### src/rtl/uart_byte_to_word_rx.sv
// UART 8N1 receiver with optional packing of four bytes into a 32-bit word
// (most significant byte first). A partial word is dropped after a long idle
// gap, a mode change, a frame error or an abort.
module uart_byte_to_word_rx #(
  parameter int CLKS_PER_BIT = 868,
  parameter int TIMEOUT_BITS = 20
) (
  input  logic        clock,
  input  logic        reset,
  input  logic        enable,
  input  logic        i_mode_select,
  input  logic        i_serial,
  output logic [7:0]  o_byte,
  output logic        o_byte_valid,
  output logic [31:0] o_word,
  output logic        o_word_valid,
  output logic        o_frame_error,
  output logic        o_busy
);

  localparam int CNT_W    = $clog2(CLKS_PER_BIT);
  localparam int TO_LIMIT = TIMEOUT_BITS * CLKS_PER_BIT;
  localparam int TO_W     = $clog2(TO_LIMIT + 1);

  localparam logic [CNT_W-1:0] CNT_MID  = CNT_W'((CLKS_PER_BIT - 1) / 2);
  localparam logic [CNT_W-1:0] CNT_LAST = CNT_W'(CLKS_PER_BIT - 1);
  localparam logic [TO_W-1:0]  TO_MAX   = TO_W'(TO_LIMIT);

  typedef enum logic [1:0] {
    IDLE  = 2'd0,
    START = 2'd1,
    DATA  = 2'd2,
    STOP  = 2'd3
  } state_e;

  logic              meta_q, rx_q;
  logic              rx_s;
  logic              mode_q;
  state_e            state_q, state_d;
  logic [CNT_W-1:0]  clk_cnt_q, clk_cnt_d;
  logic [2:0]        bit_cnt_q, bit_cnt_d;
  logic [7:0]        shift_q, shift_d;
  logic [1:0]        byte_idx_q, byte_idx_d, idx_fsm_s;
  logic [31:0]       word_acc_q, word_acc_d;
  logic [TO_W-1:0]   idle_cnt_q, idle_cnt_d;
  logic [7:0]        byte_q, byte_d;
  logic [31:0]       word_q, word_d;
  logic              byte_valid_q, byte_valid_d;
  logic              word_valid_q, word_valid_d;
  logic              frame_err_q, frame_err_d;
  logic              busy_q, busy_d;
  logic              idx_clear_s;

  assign rx_s = rx_q;

  // Two-flop synchronizer for the asynchronous serial line, idle high.
  always_ff @(posedge clock) begin
    if (reset) begin
      meta_q <= 1'b1;
      rx_q   <= 1'b1;
    end else begin
      meta_q <= i_serial;
      rx_q   <= meta_q;
    end
  end

  // Next-state logic: frame FSM, bit sampling, word packing and idle timeout.
  always_comb begin
    state_d      = state_q;
    clk_cnt_d    = clk_cnt_q;
    bit_cnt_d    = bit_cnt_q;
    shift_d      = shift_q;
    idx_fsm_s    = byte_idx_q;
    word_acc_d   = word_acc_q;
    idle_cnt_d   = {TO_W{1'b0}};
    byte_d       = byte_q;
    word_d       = word_q;
    byte_valid_d = 1'b0;
    word_valid_d = 1'b0;
    frame_err_d  = 1'b0;

    if (!enable) begin
      state_d   = IDLE;
      clk_cnt_d = {CNT_W{1'b0}};
      bit_cnt_d = 3'd0;
      idx_fsm_s = 2'd0;
    end else begin
      case (state_q)
        IDLE: begin
          clk_cnt_d = {CNT_W{1'b0}};
          bit_cnt_d = 3'd0;
          if (!rx_s) begin
            state_d = START;
          end else begin
            state_d = IDLE;
          end
          // Partial word ages out after a long quiet line.
          if (byte_idx_q != 2'd0) begin
            if (idle_cnt_q >= TO_MAX) begin
              idx_fsm_s  = 2'd0;
              idle_cnt_d = {TO_W{1'b0}};
            end else begin
              idle_cnt_d = idle_cnt_q + TO_W'(1);
            end
          end else begin
            idle_cnt_d = {TO_W{1'b0}};
          end
        end
        START: begin
          if (clk_cnt_q == CNT_MID) begin
            clk_cnt_d = {CNT_W{1'b0}};
            if (rx_s) begin
              state_d = IDLE;
            end else begin
              state_d = DATA;
            end
          end else begin
            clk_cnt_d = clk_cnt_q + CNT_W'(1);
          end
        end
        DATA: begin
          if (clk_cnt_q == CNT_LAST) begin
            clk_cnt_d = {CNT_W{1'b0}};
            shift_d   = {rx_s, shift_q[7:1]};
            if (bit_cnt_q == 3'd7) begin
              bit_cnt_d = 3'd0;
              state_d   = STOP;
            end else begin
              bit_cnt_d = bit_cnt_q + 3'd1;
            end
          end else begin
            clk_cnt_d = clk_cnt_q + CNT_W'(1);
          end
        end
        STOP: begin
          if (clk_cnt_q == CNT_LAST) begin
            clk_cnt_d = {CNT_W{1'b0}};
            state_d   = IDLE;
            if (rx_s) begin
              byte_d       = shift_q;
              byte_valid_d = 1'b1;
              if (!i_mode_select) begin
                word_acc_d = {word_acc_q[23:0], shift_q};
                if (byte_idx_q == 2'd3) begin
                  word_d       = {word_acc_q[23:0], shift_q};
                  word_valid_d = 1'b1;
                  idx_fsm_s    = 2'd0;
                end else begin
                  idx_fsm_s = byte_idx_q + 2'd1;
                end
              end else begin
                idx_fsm_s = 2'd0;
              end
            end else begin
              frame_err_d = 1'b1;
              idx_fsm_s   = 2'd0;
            end
          end else begin
            clk_cnt_d = clk_cnt_q + CNT_W'(1);
          end
        end
        default: begin
          state_d   = IDLE;
          clk_cnt_d = {CNT_W{1'b0}};
          bit_cnt_d = 3'd0;
          idx_fsm_s = 2'd0;
        end
      endcase
    end

    // Byte mode keeps the index parked; a mode flip drops any partial word.
    idx_clear_s = i_mode_select || (i_mode_select != mode_q);
    byte_idx_d  = idx_clear_s ? 2'd0 : idx_fsm_s;
    busy_d      = (state_d != IDLE);
  end

  // State and output registers; reset clears everything including held data.
  always_ff @(posedge clock) begin
    if (reset) begin
      state_q      <= IDLE;
      clk_cnt_q    <= {CNT_W{1'b0}};
      bit_cnt_q    <= 3'd0;
      shift_q      <= 8'h00;
      byte_idx_q   <= 2'd0;
      word_acc_q   <= 32'h0000_0000;
      idle_cnt_q   <= {TO_W{1'b0}};
      mode_q       <= 1'b0;
      byte_q       <= 8'h00;
      word_q       <= 32'h0000_0000;
      byte_valid_q <= 1'b0;
      word_valid_q <= 1'b0;
      frame_err_q  <= 1'b0;
      busy_q       <= 1'b0;
    end else begin
      state_q      <= state_d;
      clk_cnt_q    <= clk_cnt_d;
      bit_cnt_q    <= bit_cnt_d;
      shift_q      <= shift_d;
      byte_idx_q   <= byte_idx_d;
      word_acc_q   <= word_acc_d;
      idle_cnt_q   <= idle_cnt_d;
      mode_q       <= i_mode_select;
      byte_q       <= byte_d;
      word_q       <= word_d;
      byte_valid_q <= byte_valid_d;
      word_valid_q <= word_valid_d;
      frame_err_q  <= frame_err_d;
      busy_q       <= busy_d;
    end
  end

  assign o_byte        = byte_q;
  assign o_byte_valid  = byte_valid_q;
  assign o_word        = word_q;
  assign o_word_valid  = word_valid_q;
  assign o_frame_error = frame_err_q;
  assign o_busy        = busy_q;

endmodule

### config.mk
export PLATFORM = sky130hd
export DESIGN_NAME = uart_byte_to_word_rx
export DESIGN_NICKNAME = d
export VERILOG_FILES = /design/src/rtl/uart_byte_to_word_rx.sv
export SDC_FILE = /design/constraint.sdc
export NUM_CORES = 1
export LEC_CHECK = 0
export CAP_MARGIN = 10
export CORE_MARGIN = 3
export CORE_UTILIZATION = 60
export DETAILED_ROUTE_END_ITERATION = 8
export GPL_TIMING_DRIVEN = 0
export PLACE_DENSITY = 0.93
export SLEW_MARGIN = 20
export SYNTH_ARGS = -nofsm -noshare
export SYNTH_HDL_FRONTEND = slang
export SYNTH_SLANG_ARGS = --single-unit
### constraint.sdc
create_clock -name clock -period 5.3 [get_ports clock]
set_input_delay 0.795 -clock clock [delete_from_list [all_inputs] [get_ports clock]]
set_output_delay 0.795 -clock clock [all_outputs]
set_load 0.005 [all_outputs]
# Word-level counts from Yosys, hierarchy flattened
# Cells that the tools add are included.
[classes] add_sub_neg=4 order_cmp=1 eq_ne=12 mux=24 n_bitwise=7 n_reduce_logical=18
[ops] operator="$pmux W10 S3" count=1
[ops] operator="$mux W2" count=12
[ops] operator="$mux W10" count=2
[ops] operator="$add A15 B1 Y15 const B" count=1
[ops] operator="$ge A15 B15 Y1 const B" count=1
[ops] operator="$add A10 B1 Y10 const B" count=1
[ops] operator="$eq A10 B10 Y1 const B" count=1
[ops] operator="$eq A10 B9 Y1 const B" count=1
[ops] operator="$ne A2 B2 Y1 const B" count=4
[ops] operator="$pmux W2 S4" count=1
[ops] operator="$reduce_and A4 Y1" count=2
[ops] operator="$reduce_bool A2 Y1" count=4
[ops] operator="$not A1 Y1" count=7
[ops] operator="$eq A2 B2 Y1 const B" count=3
[ops] operator="$mux W3" count=2
[ops] operator="$pmux W3 S2" count=1
[ops] operator="$reduce_and A6 Y1" count=1
[ops] operator="$reduce_or A6 Y1" count=1
[ops] operator="$reduce_and A5 Y1" count=1
[ops] operator="$reduce_or A5 Y1" count=1
[ops] operator="$mux W1" count=4
[ops] operator="$pmux W2 S2" count=1
[ops] operator="$reduce_or A2 Y1" count=2
[ops] operator="$reduce_or A4 Y1" count=1
[ops] operator="10 further kinds" count=10
[totals] ff_bits=111 in_bits=5 output_inout_bits=44 wordCells=82

# Longest topological paths before layout
[logic_depth] word_depth=6 mapped_depth=7 mapped_depth_nobuf=6

# Worst setup path before layout
# OpenSTA, ideal clock, no wires.
[synth_path] kind="input port to flip-flop" startpoint="in i_mode_select" endpoint="reg word_q[16], in the netlist o_word[16]" setup_ns=0.070 arrival_ns=2.115 t_required_ns=5.230 setup_slack_ns=3.115 path_stages=6 cell_sequence="and4b_1 nor4bb_1 buf_2 buf_1 nand3_1 a21oi_1"
[synth_via] elab_chain_len=2
[synth_rtl] element="start: declaration" line="11" source="input logic i_mode_select,"
[synth_rtl] element="$not A1 Y1 (no source line)"
[synth_rtl] element="$reduce_and A6 Y1 (no source line)"
[synth_rtl] element="end signal: assignment" line="204" source="word_q <= word_d;"
[synth_rtl] element="end: declaration" line="47" source="logic [31:0] word_q, word_d;"
# No other way between the ends.
# A chain may end at the register's enable or synchronous reset.

# Worst setup path after layout
[layout_path] startpoint="in i_mode_select" endpoint="reg word_acc_q[10]"
[layout_via] elab_chain_len=2
[layout_rtl] element="$not A1 Y1 (no source line)"
[layout_rtl] element="$reduce_and A5 Y1 (no source line)"
[layout_rtl] element="end signal: assignment" line="200" source="word_acc_q <= word_acc_d;"
[layout_rtl] element="end: declaration" line="44" source="logic [31:0] word_acc_q, word_acc_d;"
# No other way between the ends.

==> impl_metrics.csv <==
group,metric,value,unit
status,run_status,"complete, no violations",
sta,period_share,52.8,%
layout,layout_commonest_cell,"dfxtp_1",
sta,tightest_slew,647,ps
synthesis,synthArstFlopShare,0,%
detailed_routing,postRouteAntennaNets,0,
layout,nets,589,
sta,maxSlewHeadroom,56.4,%
sta,clock_skew,17.4,ps
cts,clock-sinks,111,
min_path,hold-path-endpoint,"rx_q",
floorplan,num_rows,30,
detailed_routing,drt_iter0_markers,320,
synthesis,synth.area.mux_share,3.80,%
power_and_ir_drop,power_density,266,nW/µm²
detailed_routing,vias,3973,
synthesis,ys_seq_elements,111,
floorplan,die_x,92.3,µm
cts,cts-root-buf,"clkbuf_8",
layout,area_delta_synth_final,18.3,%
grt,grt_pass1_wl,18100,µm
worst_setup_path,start_kind,"primary input",
cts,cts_buffer_depth,2,
layout,n_fill_cell,483,
cts,post_cts_resized,0,
worst_setup_path,path_cells,"clkdlybuf4s50_1 -> and4b_1 -> nor4bb_1 -> buf_2 -> buf_1 -> nand2_1 -> a21oi_1",
worst_setup_path,cp.required,5590,ps
cts,cts.clk_slew.worst_paths,110,ps
floorplan,dieHeight,92.3,µm
synthesis,synth-simple-area-share,22.8,%
grt,grt_overflow,0,
worst_setup_path,r2r_end,"word_acc_q[10]",
cts,cts_setup_buffers,0,
detailed_routing,post_drt_wl_per_cell,15.7,µm
floorplan,io_pins,49,
synthesis,avgSynthCellArea,8.64,µm²
synthesis,synthCells,518,
synthesis,synth_top_family_by_area,"simple AND/OR/NAND/NOR gates",
place,dp_hpwl,7200,µm
floorplan,start_util,63.7,%
cts,ctsHtreeMaxLevel,3,
place,routabilityCongestion,0.945,
sta,tns,0,ps
power_and_ir_drop,irDropWorstVdd,0.000186,V
sta,rsz0062_at_grt,"no",
layout,regArea,2220,µm²
sta,layout_min_cycle_time,2800,ps
synthesis,synth.distinct_cells,47,
synthesis,synth_compound_area_share,13.3,%
worst_setup_path,critPathLaunch,"i_mode_select",
min_path,hold_start,"meta_q",
worst_setup_path,critPathMaxStageDelay,470,ps
worst_setup_path,crit_slowest_cell,"clkdlybuf4s50_1",
synthesis,synth_edf_count,0,
worst_setup_path,crit_buf_inv,3,
detailed_routing,dr.pass1.iters,5,
synthesis,synthesis.nets,531,
worst_setup_path,r2r_start,"rx_q",
synthesis,yosysSeqAreaShare,49.7,%
min_path,hp-class,"register to register",
layout,multi_input_area,2040,µm²
detailed_routing,drc,0,
synthesis,synth-xor-area-share,3.52,%
worst_setup_path,path_max_fanout,10,
sta,final-hold-violation-count,0,
power_and_ir_drop,p_leak,1.77,nW
detailed_routing,wirelength,10600,µm
grt,antenna_found_initial,0,
sta,fmax,357,MHz
grt,grt_pass1_vias,3837,
worst_setup_path,crit_arrival,3090,ps
cts,numCtsBuffers,9,
worst_setup_path,r2r_cells,6,
layout,final_cell_mix,"dfxtp_1, a21oi_1, nand2_1, clkdlybuf4s50_1, nand3_1",
layout,antennaDiodeCount,0,
detailed_routing,via_per_inst,5.87,
run,max_cap_violations,0,
cts,hold_buffers,0,
place,dp_slack,2180,ps
sta,hold_slack,434,ps
layout,drive_gt1_share,4.30,%
grt,grt_max_degree,21,
synthesis,synth_area,4470,µm²
worst_setup_path,critPathTopFamily,"buffers and inverters",
sta,maxSlewViolCount,0,
min_path,whs_path_depth,1,
place,port-buffer-count,47,
sta,setup_ws,2500,ps
synthesis,synth-main-ff-cell,"dfxtp_1",
floorplan,dieArea,8530,µm²
synthesis,synth_adder_area_share,2.24,%
synthesis,yosys_warnings,0,
sta,finalSetupViolCount,0,
worst_setup_path,critPathKind,"primary input to register",
cts,cts_tree,"built",
worst_setup_path,worstSetupEndpointType,"register",
floorplan,fp.coreArea,7020,µm²
cts,clkLatencyLatePin,380,ps
worst_setup_path,regToRegSetupSlack,2950,ps
grt,grtUsageTotal,26.0,%
report_power, final:
part	internal [mW]	leakage, nW	switching [mW]
Combinational	0.00771	0.765	0.0158
Clock	0.245	0.113	0.305
Sequential	0.835	0.894	0.00135
through the flow:
step / utilization (%) / cells / power [mW] / instance area (µm²)
floorplan: - / 518 / 0.870 / 4470
detailed placement: 72.1 / 661 / 0.879 / 5060
finish: 75.4 / 677 / 1.41 / 5290
CTS: 75.4 / 677 / 1.41 / 5290
global placement: 72.1 / 661 / 0.878 / 5060
global route: 75.4 / 677 / 1.44 / 5290
logic make-up (layout without fill, tap and decap cells):
kind of cell	after synthesis	count (layout)
xor gates and xnor gates	18	18
muxes	17	17
DFF	111	111
AOI/OAI and AO/OA	110	110
adders and majority gates	8	8
buffers and inverters	53	116
and+or+nand+nor	201	201
final cells by class:
type / count / share of cell area (%)
multi-input combinational: 354 / 38.6
tap: 96 / 2.27
timing repair buffer: 47 / 8.89
clock inverter: 6 / 1.68
sequential: 111 / 42.0
inverter: 15 / 1.06
buffer: 38 / 2.91
clock buffer: 10 / 2.60
cells in the mapped netlist (3+ instances only):
| cell | instances | area (µm²) |
|---|---|---|
| mux2i_1 | 17 | 170 |
| buf_1 | 4 | 15.0 |
| nand4_1 | 11 | 68.8 |
| nand2b_1 | 14 | 87.6 |
| xnor2_1 | 8 | 70.1 |
| inv_1 | 15 | 56.3 |
| nand3_1 | 42 | 210 |
| o21ai_0 | 36 | 180 |
| nand2_1 | 55 | 206 |
| and4_1 | 3 | 26.3 |
| a21oi_1 | 59 | 295 |
| ha_1 | 8 | 100 |
| nor4_1 | 6 | 37.5 |
| and3_1 | 3 | 18.8 |
| xor2_1 | 10 | 87.6 |
| clkbuf_1 | 30 | 113 |
| dfxtp_1 | 111 | 2220 |
| buf_2 | 3 | 15.0 |
| nor2_1 | 38 | 143 |
| nor3_1 | 7 | 35.0 |
sequential cells by signal (all words and copies together) (netlist names):
register,cells
clk_cnt_q,10
meta_q,1
rx_q,1
o_busy,1
o_frame_error,1
o_byte_valid,1
mode_q,1
o_byte,8
byte_idx_q,2
shift_q,8
o_word_valid,1
idle_cnt_q,15
o_word,32
state_q,2
word_acc_q,24
bit_cnt_q,3
worst register-to-register path: stages, from the launching register on:
cell and delay, ps:
dfxtp_1 490, and4b_1 330, nor4bb_1 440, buf_2 300, buf_1 380, nand2_1 120, a21oi_1 210
worst max path at each step:
| stage | to | cells past startpoint | slack, ps |
|---|---|---|---|
| 4_1_cts | o_word[17] | 7 | 2550 |
| 3_3_place_gp | o_word[22] | 7 | 2230 |
| 3_5_place_dp | o_word[17] | 7 | 2180 |
| 6_report | word_acc_q[10] | 7 | 2500 |
| 2_1_floorplan | o_word[16] | 6 | 3120 |
| 5_1_grt | o_word[23] | 7 | 2310 |
routing by layer:
metal  wire [µm]  part of all wire [%]  vias to the layer above  track usage (%)
met5           0                     0                        -                0
met4         282                   2.7                        0             9.16
met3         758                   7.2                       34             6.34
met2        5130                    48                      185             42.9
met1        4420                    42                     1837             33.1
li1            -                     -                     1917                -
Power figures use the tool's default switching activity.
